===== config.mk =====
export PLATFORM = sky130hd
export DESIGN_NAME = uart_word_rx_flat
export DESIGN_NICKNAME = d
export VERILOG_FILES = /design/src/rtl/uart_word_rx_if.sv /design/src/rtl/uart_word_rx.sv /design/src/flat_wrapper.sv
export SDC_FILE = /design/constraint.sdc
export NUM_CORES = 1
export LEC_CHECK = 0
export ABC_AREA = 1
export CORE_MARGIN = 3
export CORE_UTILIZATION = 60
export CTS_CLUSTER_SIZE = 30
export DETAILED_ROUTE_END_ITERATION = 8
export GPL_ROUTABILITY_DRIVEN = 0
export PLACE_DENSITY = 0.91
export SETUP_SLACK_MARGIN = 0.5
export SLEW_MARGIN = 20
export SYNTH_ARGS = -nofsm -noshare
export SYNTH_HDL_FRONTEND = slang
export SYNTH_SLANG_ARGS = --single-unit
export TNS_END_PERCENT = 50

===== constraint.sdc =====
create_clock -name clk -period 4.4 [get_ports clk]
set_clock_uncertainty 0.15 [all_clocks]
set_input_delay 0.88 -clock clk [delete_from_list [all_inputs] [get_ports clk]]
set_output_delay 0.88 -clock clk [all_outputs]
set_load 0.01 [all_outputs]

===== src/rtl/uart_word_rx_if.sv =====
// Bus between the serial line, the word receiver and its system-side sink.
//
// Handshake: sys_rx_data_valid is a one-cycle strobe with no ready/back-pressure.
// The sink must capture o_sys_data in the cycle the strobe is high. o_sys_data
// holds its value until the next word completes. o_frame_err is an independent
// one-cycle strobe. o_rx_busy is a level.
interface uart_word_rx_if;
  logic        i_rx;
  logic [31:0] o_sys_data;
  logic        sys_rx_data_valid;
  logic        o_frame_err;
  logic        o_rx_busy;

  // Receiver side: consumes the serial line and produces the word outputs.
  modport master (
    input  i_rx,
    output o_sys_data,
    output sys_rx_data_valid,
    output o_frame_err,
    output o_rx_busy
  );

  // Line driver / system sink side.
  modport slave (
    output i_rx,
    input  o_sys_data,
    input  sys_rx_data_valid,
    input  o_frame_err,
    input  o_rx_busy
  );
endinterface


===== src/rtl/uart_word_rx.sv =====
// 8N1 UART receiver that assembles four bytes (LSB first) into a 32-bit word.
// A partial word is dropped on a bad stop bit or after a long idle gap.
module uart_word_rx #(
  parameter int CLKS_PER_BIT      = 27,
  parameter int WORD_TIMEOUT_BITS = 20
) (
  input  logic           clk,
  input  logic           rst_n,
  uart_word_rx_if.master bus,
  output logic [2:0]     dbg_state
);

  localparam int              CW        = $clog2(CLKS_PER_BIT);
  localparam logic [CW-1:0]   HALF      = CW'(CLKS_PER_BIT / 2);
  localparam logic [CW-1:0]   LAST      = CW'(CLKS_PER_BIT - 1);
  localparam int              TO_CYCLES = WORD_TIMEOUT_BITS * CLKS_PER_BIT;
  localparam int              IW        = $clog2(TO_CYCLES);
  localparam logic [IW-1:0]   TO_LAST   = IW'(TO_CYCLES - 1);

  typedef enum logic [2:0] {
    S_IDLE  = 3'd0,
    S_START = 3'd1,
    S_DATA  = 3'd2,
    S_STOP  = 3'd3,
    S_BREAK = 3'd4
  } state_t;

  state_t        state, state_nxt;
  logic          rx_meta, rx_s, rx_prev;
  logic [1:0]    sync_fill;
  logic          fall;
  logic [CW-1:0] baud_cnt;
  logic [2:0]    bit_cnt;
  logic [1:0]    byte_cnt;
  logic [7:0]    shift_reg;
  logic [31:0]   word_buf;
  logic [IW-1:0] idle_cnt;
  logic          idle_run, timeout;
  logic [31:0]   data_q;
  logic          valid_q, ferr_q;

  // FSM control strobes
  logic cnt_clr, shift_en, byte_ok, frame_bad;

  // Two-flop synchronizer plus edge-detect history. sync_fill keeps edge
  // detection off until the reset values have been flushed, so a line that is
  // already low at reset release is not mistaken for a start edge.
  always_ff @(posedge clk or negedge rst_n) begin
    if (!rst_n) begin
      rx_meta   <= 1'b1;
      rx_s      <= 1'b1;
      rx_prev   <= 1'b1;
      sync_fill <= 2'd0;
    end else begin
      rx_meta <= bus.i_rx;
      rx_s    <= rx_meta;
      rx_prev <= rx_s;
      if (sync_fill != 2'd3) sync_fill <= sync_fill + 2'd1;
    end
  end

  assign fall = (sync_fill == 2'd3) && rx_prev && !rx_s;

  // State register
  always_ff @(posedge clk or negedge rst_n) begin
    if (!rst_n) state <= S_IDLE;
    else        state <= state_nxt;
  end

  // Next-state and per-cycle control strobes
  always_comb begin
    state_nxt = state;
    cnt_clr   = 1'b0;
    shift_en  = 1'b0;
    byte_ok   = 1'b0;
    frame_bad = 1'b0;
    case (state)
      S_IDLE: begin
        if (fall) begin
          cnt_clr   = 1'b1;
          state_nxt = S_START;
        end
      end
      S_START: begin
        if (baud_cnt == HALF) begin
          cnt_clr   = 1'b1;
          state_nxt = rx_s ? S_IDLE : S_DATA;
        end
      end
      S_DATA: begin
        // Counter was re-phased at mid-start, so LAST lands on mid-bit.
        if (baud_cnt == LAST) begin
          cnt_clr  = 1'b1;
          shift_en = 1'b1;
          if (bit_cnt == 3'd7) state_nxt = S_STOP;
        end
      end
      S_STOP: begin
        if (baud_cnt == LAST) begin
          cnt_clr = 1'b1;
          if (rx_s) begin
            byte_ok   = 1'b1;
            state_nxt = S_IDLE;
          end else begin
            frame_bad = 1'b1;
            state_nxt = S_BREAK;
          end
        end
      end
      S_BREAK: begin
        if (rx_s) state_nxt = S_IDLE;
      end
      default: state_nxt = S_IDLE;
    endcase
  end

  // Baud counter: free-runs only while a frame is in flight
  always_ff @(posedge clk or negedge rst_n) begin
    if (!rst_n)                                     baud_cnt <= '0;
    else if (cnt_clr || state == S_IDLE || state == S_BREAK) baud_cnt <= '0;
    else                                            baud_cnt <= baud_cnt + 1'b1;
  end

  // Bit counter and byte shift register (LSB arrives first)
  always_ff @(posedge clk or negedge rst_n) begin
    if (!rst_n) begin
      bit_cnt   <= 3'd0;
      shift_reg <= 8'd0;
    end else if (fall && state == S_IDLE) begin
      bit_cnt <= 3'd0;
    end else if (shift_en) begin
      bit_cnt   <= bit_cnt + 3'd1;
      shift_reg <= {rx_s, shift_reg[7:1]};
    end
  end

  // Idle timer for a partial word; leaving IDLE (any start edge) clears it
  assign idle_run = (state == S_IDLE) && (byte_cnt != 2'd0);
  assign timeout  = idle_run && (idle_cnt == TO_LAST);

  always_ff @(posedge clk or negedge rst_n) begin
    if (!rst_n)                          idle_cnt <= '0;
    else if (!idle_run || fall || timeout) idle_cnt <= '0;
    else                                 idle_cnt <= idle_cnt + 1'b1;
  end

  // Byte lane counter; a coincident timeout still clears it so the new
  // byte starts a fresh word in lane 0
  always_ff @(posedge clk or negedge rst_n) begin
    if (!rst_n)         byte_cnt <= 2'd0;
    else if (frame_bad) byte_cnt <= 2'd0;
    else if (byte_ok)   byte_cnt <= byte_cnt + 2'd1;
    else if (timeout)   byte_cnt <= 2'd0;
  end

  // Word assembly and registered output strobes
  always_ff @(posedge clk or negedge rst_n) begin
    if (!rst_n) begin
      word_buf <= 32'd0;
      data_q   <= 32'd0;
      valid_q  <= 1'b0;
      ferr_q   <= 1'b0;
    end else begin
      valid_q <= 1'b0;
      ferr_q  <= frame_bad;
      if (byte_ok) begin
        word_buf[{byte_cnt, 3'b000} +: 8] <= shift_reg;
        if (byte_cnt == 2'd3) begin
          data_q  <= {shift_reg, word_buf[23:0]};
          valid_q <= 1'b1;
        end
      end
    end
  end

  assign bus.o_sys_data        = data_q;
  assign bus.sys_rx_data_valid = valid_q;
  assign bus.o_frame_err       = ferr_q;
  assign bus.o_rx_busy         = (state != S_IDLE) || (byte_cnt != 2'd0);
  assign dbg_state             = state;

endmodule


===== src/flat_wrapper.sv =====
// flat-port wrapper written by rule: the top's interface ports become plain ports
module uart_word_rx_flat 
#(
  parameter int CLKS_PER_BIT      = 27,
  parameter int WORD_TIMEOUT_BITS = 20
)
  (clk, rst_n, dbg_state, bus_i_rx, bus_o_sys_data, bus_sys_rx_data_valid, bus_o_frame_err, bus_o_rx_busy);
  uart_word_rx_if bus_i ();
  input  logic clk;
  input  logic rst_n;
  output logic [2:0] dbg_state;
  input wire logic [$bits(bus_i.i_rx)-1:0] bus_i_rx;
  output wire logic [$bits(bus_i.o_sys_data)-1:0] bus_o_sys_data;
  output wire logic [$bits(bus_i.sys_rx_data_valid)-1:0] bus_sys_rx_data_valid;
  output wire logic [$bits(bus_i.o_frame_err)-1:0] bus_o_frame_err;
  output wire logic [$bits(bus_i.o_rx_busy)-1:0] bus_o_rx_busy;
  assign bus_i.i_rx = bus_i_rx;
  assign bus_o_sys_data = bus_i.o_sys_data;
  assign bus_sys_rx_data_valid = bus_i.sys_rx_data_valid;
  assign bus_o_frame_err = bus_i.o_frame_err;
  assign bus_o_rx_busy = bus_i.o_rx_busy;
  uart_word_rx #(.CLKS_PER_BIT(CLKS_PER_BIT), .WORD_TIMEOUT_BITS(WORD_TIMEOUT_BITS)) u_core (.clk(clk), .rst_n(rst_n), .bus(bus_i), .dbg_state(dbg_state));
endmodule

## Word-level counts from Yosys, hierarchy flattened

Cells that the tools add are included.

- Bitwise gates (word level): 1
- Muxes and demuxes: 30
- Equal/unequal tests: 17
- Multipliers: 0
- Divide/modulo/power cells: 0
- Add/subtract/negate cells: 6
- Shift-type cells: 2
- Reductions and logical operators: 21
- $lt $le $gt $ge: 0

Operators with widths:

| kind | number |
|---|---|
| 32-bit bitwise mux | 1 |
| 8-bit by 7-bit variable shift with 32-bit output, first input constant | 1 |
| 8-bit by 7-bit variable part select with 32-bit output | 1 |
| 3-bit two-way mux | 9 |
| 3-bit one-hot mux with 5 select lines | 1 |
| 1-bit two-way mux | 12 |
| 2-bit by 1-bit != test with 1-bit output, second input constant | 6 |
| 10-bit by 1-bit adder with 10-bit output, second input constant | 1 |
| 10-bit equality test, second input constant | 1 |
| 10-bit two-way mux | 1 |
| 2-bit two-way mux | 4 |
| 5-bit negator with 7-bit output | 1 |
| 3-bit by 2-bit equality test with 1-bit output, second input constant | 2 |
| 3-bit equality test, second input constant | 2 |
| 6-bit AND reduction | 1 |
| 3-bit nonzero test | 2 |
| 5-bit by 1-bit adder with 5-bit output, second input constant | 1 |
| 5-bit by 4-bit equality test with 1-bit output, second input constant | 1 |
| 5-bit equality test, second input constant | 1 |
| 1-bit logical AND | 5 |
| 1-bit logical OR | 5 |
| 5-bit two-way mux | 1 |
| 2-bit by 1-bit adder with 2-bit output, second input constant | 2 |
| 2-bit equality test, second input constant | 2 |
| other kinds (10) | 13 |

- Register bits after elaboration: 102
- Bits in read-only memories: 0
- Word-level logic and storage cells: 91
- Memory bits (writable): 0
- Bits in latches: 0
- Memories: 0

## Depth between registers and ports, before layout

- Word-level depth: 8
- Gate-level depth with buffers: 12
- Depth with buffers taken out: 11

## Worst setup path after synthesis

No wires, ideal clock.

- Path kind: register -> output
- Start: register u_core.state[0] (netlist: u_core.dbg_state[0])
- End: output port bus_o_rx_busy
- Cell stages (with the launch flop): 5
- Buffers on the path: 0
- Path slack: 2.446 ns
- Arrival: 0.924 ns
- Cells stage by stage: dfrtp_1 -> nor2_1 -> nand2_1 -> inv_1 -> nand2_1

- Cells in the longest elaborated chain, start to end: 2

Ends and longest elaborated chain:

| what | RTL line | source |
|---|---|---|
| start: declaration | uart_word_rx.sv:28 | `state_t state, state_nxt;` |
| start signal: assignment | uart_word_rx.sv:67 | `else state <= state_nxt;` |
| 3-bit nonzero test | uart_word_rx.sv:179 | `assign bus.o_rx_busy = (state != S_IDLE) \|\| (byte_cnt != 2'd0);` |
| 1-bit logical OR | uart_word_rx.sv:179 |  |
| end: declaration | flat_wrapper.sv:16 | `output wire logic [$bits(bus_i.o_rx_busy)-1:0] bus_o_rx_busy;` |

No other way between the ends.

## Worst setup path in the final report

- Start: register u_core.byte_cnt[0]
- End: output port bus_o_rx_busy

- Cells in the longest elaborated chain, start to end: 2

Ends and longest elaborated chain:

| what | RTL line | source |
|---|---|---|
| start: declaration | uart_word_rx.sv:34 | `logic [1:0] byte_cnt;` |
| start signal: assignment | uart_word_rx.sv:152 | `else if (byte_ok) byte_cnt <= byte_cnt + 2'd1;` |
| 2-bit nonzero test | uart_word_rx.sv:179 |  |
| 1-bit logical OR | uart_word_rx.sv:179 |  |

No other way between the ends.

==> results.md <==
- Inst Count DP: 593
- Layout Utilization: 0.7398
- Post-CTS Setup Inserts: 0
- CP max-delay cell: clkdlybuf4s50_1
- Worst slew margin: 0.4492
- YS warnings: 0
- Crit-path leading delay family: buffers and inverters
- Worst slew pin tran: around 0.83 ns
- CP required: roughly 3.4 ns
- Gr usage total: 0.2261
- Critical path launch point: u_core.byte_cnt[0]
- PD cells: 391.7 mW/mm^2
- CTS tree: done
- Tcrit/Tclk final: 0.6653
- Die Y: 89.58 microns
- Max_cap viols: 0
- Critical path class: flop to primary output
- Max stage delay on crit path: 0.53 ns
- Minimum clock period: between 2 and 3 ns
- Unrepaired setup endpoints after global routing: false
- Synthesized Nets: 487
- Final hold violations: 0
- Max reg flops: 32
- Full die area: 0.008025 sq mm
- Layout cells sized above 1: 0.09109
- Sequential-to-total area share from yosys stat: 0.5621
- Setup violators final: 0
- Resize count post-CTS: 0
- FF+latch count, synth: between 90 and 100
- GRT Residual Overflow: 0
- R2R Path Start: u_core.dbg_state[0]
- Clk_lat worst skew: approximately 0.35 ns
- Fmax: roughly 340 MHz
- Wire per inst: around 13 microns
- Die X-Extent: between 80 and 90 microns
- Drt total wl: 8074 microns
- Max H-tree Level: 3
- Worst min path class: flop to flop
- CTS Hold Bufs: 0
- Critical path arrival: between 1.5 and 2 ns
- Port buffer count: 40
- Avg Inst Size Synth: approximately 9 sq um
- Largest net degree at the start of global routing: 95
- CTS Root Cell: clkbuf_8
- CP Max Fanout: 6
- Fin nets: between 500 and 600
- Cell leakage power: 0.002538 uW
- Core area: 0.006568 sq mm
- Buf+Inv Stages, Crit Path: 2
- Residual DRC: 0
- Antenna fix cells: 0
- Cells after synthesis: between 400 and 500
- Hold Startpoint: u_core.rx_meta
- Commonest non-fill, non-tap cells in the layout: nand2_1 (176), dfrtp_1 (91), clkdlybuf4s50_1 (39), o21ai_0 (34), nor2_1 (33)
- CTS clk-pin slew, worst paths: 0.09 ns
- Num CTS Buffers: 9
- Starting Density: 0.6382
- Slew Viols, Final: 0
- Startpoint types: flop
- First DRT Iteration DRCs: 212
- Yosys cell types: 31
- Critical path endpoint category: primary output
- Clock sink count: between 90 and 100
- Num rows: 29
- Design Area, Final: a little under 0.005 sq mm
- Clk buf depth: 2
- Layout area overhead: 15.91%
- Outcome: finished clean
- Drt via density: ~5.3
- Placed cell area: between 0.004 and 0.005 sq mm
- Post-DP HPWL: between 5000 and 6000 microns
- Initial antenna violation count: 0
- Vias in the first global route: between 3k and 4k
- Maximum VDD drop: 0.0003462 V
- Total number of vias: 3198
- Critical-path cell list: inv_1 > ha_1 > nand2_1 > clkdlybuf4s50_1
- Most common cell after layout, fill and taps aside: nand2_1
- Setup TNS: 0 ns
- Post-DRT Antenna Nets: 0
- # IOs: between 40 and 50
- DRT Pass-1 Iters: 5
- Tot Pwr: approximately 1900 uW
- Synth Cell Area: roughly 0.0042 sq mm
- First-pass GRT wire length: around 14000 microns
- Finished Layout Cells: 609
[logic make-up (layout without fill, tap and decap cells)]
logic type,after synthesis,in the layout,synth area share
adders and majority gates,12,12,0.03582
and+or+nand+nor,259,259,0.2636
xor gates and xnor gates,9,9,0.01880
DFF,94,94,0.5621
AOI/OAI and AO/OA,47,47,0.06328
buffers and inverters,50,94,0.05373
muxes,1,1,0.002686
[layout make-up]
cell class	count	area, sq um
Tap cell	93	116.4
Timing Repair Buffer	40	401.6
Inverter	38	145.1
Multi-Input combinational cell	328	1610
Fill cell	433	1709
Clock buffer	10	137.6
Sequential cell	94	2356
Clock inverter	6	91.34
[final timing paths]
kind / endpoint / slack, ns / cells past startpoint
worst max-delay path: bus_o_rx_busy / 1.47 / 4
worst min-delay path: u_core.rx_s / 0.21 / 0
worst max register to register: u_core.bit_cnt[2] / 2.25 / 8
worst min register to register: u_core.rx_s / 0.21 / 0
max in group asynchronous: u_core.bit_cnt[1] / 3.10 / 1
min in group asynchronous: u_core.idle_cnt[7] / 0.41 / 1
[per-layer routing]
layer  global-route usage  part of all wire
met3              0.05566             0.045
met5                    0                 0
met1               0.3014              0.44
met4              0.07307             0.015
met2               0.3670              0.50
[power by group]
part	leakage [uW]	internal [uW]	total [uW]	switching, uW
clock	0.000117	340	645	305
combinational	0.00115	99.6	281	181
sequential	0.00127	914	977	63.1
total	0.00254	1350	1900	549
[cells in the mapped netlist, drive strengths merged]
library cell    n  share of area
a21oi           2         0.0024
buf             5          0.012
clkbuf          7         0.0072
dfrtp          91           0.54
dfstp           3          0.019
ha             12          0.036
inv            38          0.035
mux2            1         0.0027
nand2         180           0.17
nand3          30          0.037
nand3b          1         0.0018
nand4           3         0.0045
nor2           38          0.044
nor3            5         0.0060
nor3b           1         0.0030
o21ai          45          0.061
or2             1         0.0015
xnor2           5          0.010
xor2            4         0.0084
[through the flow]
stage / hold slack (ns) / worst slack (ns)
after floorplan: 0.1952 / 2.446
after global placement: 0.1964 / 1.946
after CTS: 0.2122 / 1.467
after global routing: 0.2179 / 1.350
final: 0.2110 / 1.473
after detailed placement: 0.1998 / 1.872
Note: power is estimated with default switching activity, not from simulation.
